===== config.mk =====
export PLATFORM = sky130hd
export DESIGN_NAME = ct_read_arbiter
export DESIGN_NICKNAME = d
export VERILOG_FILES = /design/src/rtl/ct_read_arbiter.sv
export SDC_FILE = /design/constraint.sdc
export NUM_CORES = 1
export LEC_CHECK = 0
export CORE_UTILIZATION = 23
export CTS_CLUSTER_SIZE = 28
export DETAILED_ROUTE_END_ITERATION = 12
export GPL_TIMING_DRIVEN = 0
export PLACE_DENSITY_LB_ADDON = 0.05
export SLEW_MARGIN = 20
export SYNTH_ARGS = -nofsm -noshare
export SYNTH_HDL_FRONTEND = slang
export SYNTH_SLANG_ARGS = --single-unit

===== constraint.sdc =====
create_clock -name clk -period 4.6 [get_ports clk]
set_input_delay 1.38 -clock clk [delete_from_list [all_inputs] [get_ports clk]]
set_output_delay 1.38 -clock clk [all_outputs]
set_load 0.01 [all_outputs]

===== src/rtl/ct_read_arbiter.sv =====
// Single-port ciphertext memory arbiter: the loader writes with fixed priority,
// and the two crack-core readers share the remaining cycles round-robin with tagged read return.
module ct_read_arbiter #(
    parameter int ADDR_W = 8,
    parameter int DATA_W = 8
) (
    input  logic              clk,
    input  logic              rst,
    input  logic              w_req,
    input  logic [ADDR_W-1:0] w_addr,
    input  logic [DATA_W-1:0] w_data,
    output logic              w_gnt,
    input  logic              r0_req,
    input  logic [ADDR_W-1:0] r0_addr,
    output logic              r0_gnt,
    output logic              r0_valid,
    output logic [DATA_W-1:0] r0_data,
    input  logic              r1_req,
    input  logic [ADDR_W-1:0] r1_addr,
    output logic              r1_gnt,
    output logic              r1_valid,
    output logic [DATA_W-1:0] r1_data,
    output logic [ADDR_W-1:0] mem_addr,
    output logic [DATA_W-1:0] mem_wrdata,
    output logic              mem_wren,
    input  logic [DATA_W-1:0] mem_rddata
);

    logic last_rd_r;
    logic pend_vld_r;
    logic pend_id_r;
    logic w_gnt_s;
    logic r0_gnt_s;
    logic r1_gnt_s;

    // Grant selection: writer first, then the single requester, then the reader not served last.
    always_comb begin
        w_gnt_s  = 1'b0;
        r0_gnt_s = 1'b0;
        r1_gnt_s = 1'b0;
        if (rst) begin
            w_gnt_s  = 1'b0;
        end else if (w_req) begin
            w_gnt_s  = 1'b1;
        end else if (r0_req && r1_req) begin
            if (last_rd_r) begin
                r0_gnt_s = 1'b1;
            end else begin
                r1_gnt_s = 1'b1;
            end
        end else if (r0_req) begin
            r0_gnt_s = 1'b1;
        end else if (r1_req) begin
            r1_gnt_s = 1'b1;
        end else begin
            w_gnt_s  = 1'b0;
        end
    end

    // Memory port drive from the winning client; idle cycles park the bus at zero.
    always_comb begin
        mem_addr   = {ADDR_W{1'b0}};
        mem_wrdata = {DATA_W{1'b0}};
        mem_wren   = 1'b0;
        case ({w_gnt_s, r0_gnt_s, r1_gnt_s})
            3'b100: begin
                mem_addr   = w_addr;
                mem_wrdata = w_data;
                mem_wren   = 1'b1;
            end
            3'b010: begin
                mem_addr   = r0_addr;
            end
            3'b001: begin
                mem_addr   = r1_addr;
            end
            default: begin
                mem_addr   = {ADDR_W{1'b0}};
                mem_wrdata = {DATA_W{1'b0}};
                mem_wren   = 1'b0;
            end
        endcase
    end

    // Round-robin history and read-return tag; last_rd starts at 1 so reader 0 wins the first tie.
    always_ff @(posedge clk) begin
        if (rst) begin
            last_rd_r  <= 1'b1;
            pend_vld_r <= 1'b0;
            pend_id_r  <= 1'b0;
        end else begin
            pend_vld_r <= r0_gnt_s | r1_gnt_s;
            pend_id_r  <= r1_gnt_s;
            if (r0_gnt_s || r1_gnt_s) begin
                last_rd_r <= r1_gnt_s;
            end else begin
                last_rd_r <= last_rd_r;
            end
        end
    end

    assign w_gnt  = w_gnt_s;
    assign r0_gnt = r0_gnt_s;
    assign r1_gnt = r1_gnt_s;

    // A read granted just before reset must not strobe during the reset cycle.
    assign r0_valid = pend_vld_r & ~pend_id_r & ~rst;
    assign r1_valid = pend_vld_r &  pend_id_r & ~rst;
    assign r0_data  = mem_rddata;
    assign r1_data  = mem_rddata;

endmodule


==> run summary, run 1 <==
Run status: completed
Hold Buf Count CTS: 0
Syn_nets: 105
Core area: 1980 µm²
RSZ-0062 raised after global routing: no
Fin. max-slew vios: 0
WL/cell: 9.99 µm
Worst VDD drop: 0.138 mV
Hold worst-path end: last_rd_r$_SDFFE_PP1P_
Clk buf depth: 2
Die height: 48.2 µm
Initial antenna violation count: 0
Reg2Reg Depth: 3
R2R Setup Slk: 3.74 ns
Worst-path fanout max: 9
Actual slew at the worst max-slew pin: 0.257 ns
Final Hold Viols: 0
Gr ovfl total: 0
Worst Setup Path Type: in -> out
I/O pin count: 83
Final hold slack: 0.474 ns
CP top delay family: buffers and inverters
Origin of the critical flop-to-flop path: last_rd_r$_SDFFE_PP1P_
Area share of the largest cell type after synthesis: 26.0%
Most used DFF post-synth: dfxtp_1
Die Outline Area: 2320 µm²
Worst Hold Class: reg -> reg
Number of synthesis warnings: 0
Placed Cells: 161
Most used cell, CP: clkdlybuf4s50_1
DRC: 0
Critical-path cell list: clkdlybuf4s50_1, nor2_2, and3_4, buf_6, a221o_1, clkdlybuf4s50_1
Async SR Flop Fraction: 0%
Leakage Power: 0.550 nW
Layout cells sized above 1: 21.0%
Hold Path Cell Cnt: 1
Total Wirelength: 1650 µm
Synth Register Bits: 3
I/O Buffers: 74
Num CTS Buffers: 3
Critical Path AT: 3.12 ns
GR Util All Layers: 10.8%
Synth area leaders: buf_4 26%, and2_1 20%, a221o_1 16%
Final setup TNS: 0 ns
Sequential share of power: 15.9%
# diodes: 0
CTS H-tree lvls: 1
Crit end category: output port
Synthesized area per cell: 8.17 µm²
Nets: 184
Top-count cell post-synth: buf_4
# setup viols final: 0
Chip width: 48.2 µm
Sw Ratio: 24.0%
Max-slew headroom: 82.8%
Global-route wire length before repair: 1820 µm
Period utilisation layout: 97.8%
Max incr delay on CP: 0.53 ns
Pint: 0.000135 W
Clk_lat worst skew: 0.23 ns
Yosys top cell by area: buf_4
Logic gate share of total power: 58.4%
Fmax: 222 MHz
Post-Syn Instances: 60
MaxCap Viol Count: 0
Antenna viol nets, final: 0
TritonCTS Sinks: 3
Netlist cell types: 17
Total number of vias: 690
Clock network power share: 25.6%
Synth-to-Final Area Change: 165%
1st-iter DRT viols: 4
Number of global-route vias before repair: 471
Worst setup SP type: input port
HP Start: last_rd_r$_SDFFE_PP1P_
Worst R2R End: last_rd_r$_SDFFE_PP1P_
Synth top cells by count: 17 x buf_4, 16 x and2_1, 8 x a221o_1
Drt via density: 4.18
Worst Path Required: 3.22 ns
Largest net degree at the start of global routing: 12
Power Density: 136 nW/µm²
First drt pass iteration count: 2
Hpwl dp: 1470 µm
Switch Pwr: 0.0000426 W
Post-synth EDFFs: 0
Crit path time final: 4.50 ns
Crit path buffers/inverters: 3
Clk pin slew, worst setup/hold paths: 0.03 ns
CTS tree: built
Initial Utilization: 24.7%
Cell Rows: 16
CTS resizes: 0
Sequential fraction of the synthesis area: 12.2%
Clk_skew: 0.00319 ns
Slowest CP cell: clkdlybuf4s50_1
Non-Filler Instances: 165
Clk root buf: clkbuf_4
Post-Syn Area: 490 µm²
Final GP Congestion: 0.665
Setup Buffers After CTS: 0
layout make-up:
type	count	area [µm²]
repair buffers	74	743
fillers	164	681
well taps	27	33.8
clock buffers	4	26.3
multi-input cells	37	280
flip-flops and latches	3	60.1
plain buffers	20	158
through the flow:
step / setup slack [ns] / cell area [µm²] / utilization (%) / total power (W)
3_3_place_gp: -0.00146 / 1260 / 63.8 / 0.000132
2_1_floorplan: 1.07 / 490 / - / 0.0000662
3_5_place_dp: 0.0119 / 1260 / 63.8 / 0.000133
6_report: 0.0998 / 1300 / 65.7 / 0.000177
5_1_grt: 0.0286 / 1300 / 65.7 / 0.000189
4_1_cts: 0.00490 / 1290 / 65.2 / 0.000180
how the worst max path moves through the flow:
stage / startpoint / endpoint / slack [ns] / cells after the start
3_5_place_dp: w_req / mem_addr[3] / 0.01 / 6
2_1_floorplan: w_req / mem_addr[3] / 1.07 / 4
6_report: w_req / mem_addr[5] / 0.1 / 6
3_3_place_gp: w_req / mem_addr[3] / -0.001 / 6
5_1_grt: w_req / mem_addr[2] / 0.03 / 6
4_1_cts: w_req / mem_addr[3] / 0.005 / 6
state kept, by name, summed over array words and instances (netlist names):
register and flops:
last_rd_r 1, pend_id_r 1, pend_vld_r 1
metal layers:
metal / vias up / global-route usage (%) / share of wire, %
li1: 349 / - / -
met1: 290 / 11.1 / 34
met2: 51 / 21.1 / 52
met3: 0 / 2.59 / 14
met4: 0 / 3.33 / 0
met5: - / 0 / 0
power groups by stage:
stage | combinational (W) | clock [W] | sequential, W
floorplan | 0.0000377 | 0 | 0.0000285
global placement | 0.000103 | 0 | 0.0000286
detailed placement | 0.000104 | 0 | 0.0000286
CTS | 0.000104 | 0.0000472 | 0.0000283
global route | 0.000112 | 0.0000488 | 0.0000284
finish | 0.000104 | 0.0000454 | 0.0000282
cells by family after synthesis:
family / Yosys count / synth area share, %
AO/OA/AOI/OAI: 10 / 19.6
buffers and inverters: 20 / 31.6
AND/OR/NAND/NOR: 27 / 36.5
flip-flops: 3 / 12.2
placed cells by master (no fill, tap or decap), drive strengths merged:
cell | synthesis | layout
clkdlybuf4s50 | 0 | 73
buf | 20 | 20
and2 | 16 | 16
a221o | 8 | 8
clkbuf | 0 | 4
dfxtp | 3 | 3
and3 | 3 | 3
nand2b | 2 | 2
nor2 | 2 | 2
nand2 | 1 | 1
nor2b | 1 | 1
nor3b | 1 | 1
and3b | 1 | 1
o21a | 1 | 1
a211o | 1 | 1
dlymetal6s2s | 0 | 1
worst register-to-register path, stage by stage, from the launching register on:
cell and delay (ns):
dfxtp_1 0.33, nand2b_1 0.12, nor2_1 0.04, a211o_1 0.25
Power figures use the tool's default switching activity.
==> inputs of run 2 (changes only) <==
MAX_ROUTING_LAYER = met4   (was not set)
==> results of run 2 <==
The final DEF is identical to that of run 1; final timing and power are the same.
Main changes from that run: final weighted congestion in routability-driven placement 0.665 -> 0.672; overall routing resource usage 10.8% -> 11.1%
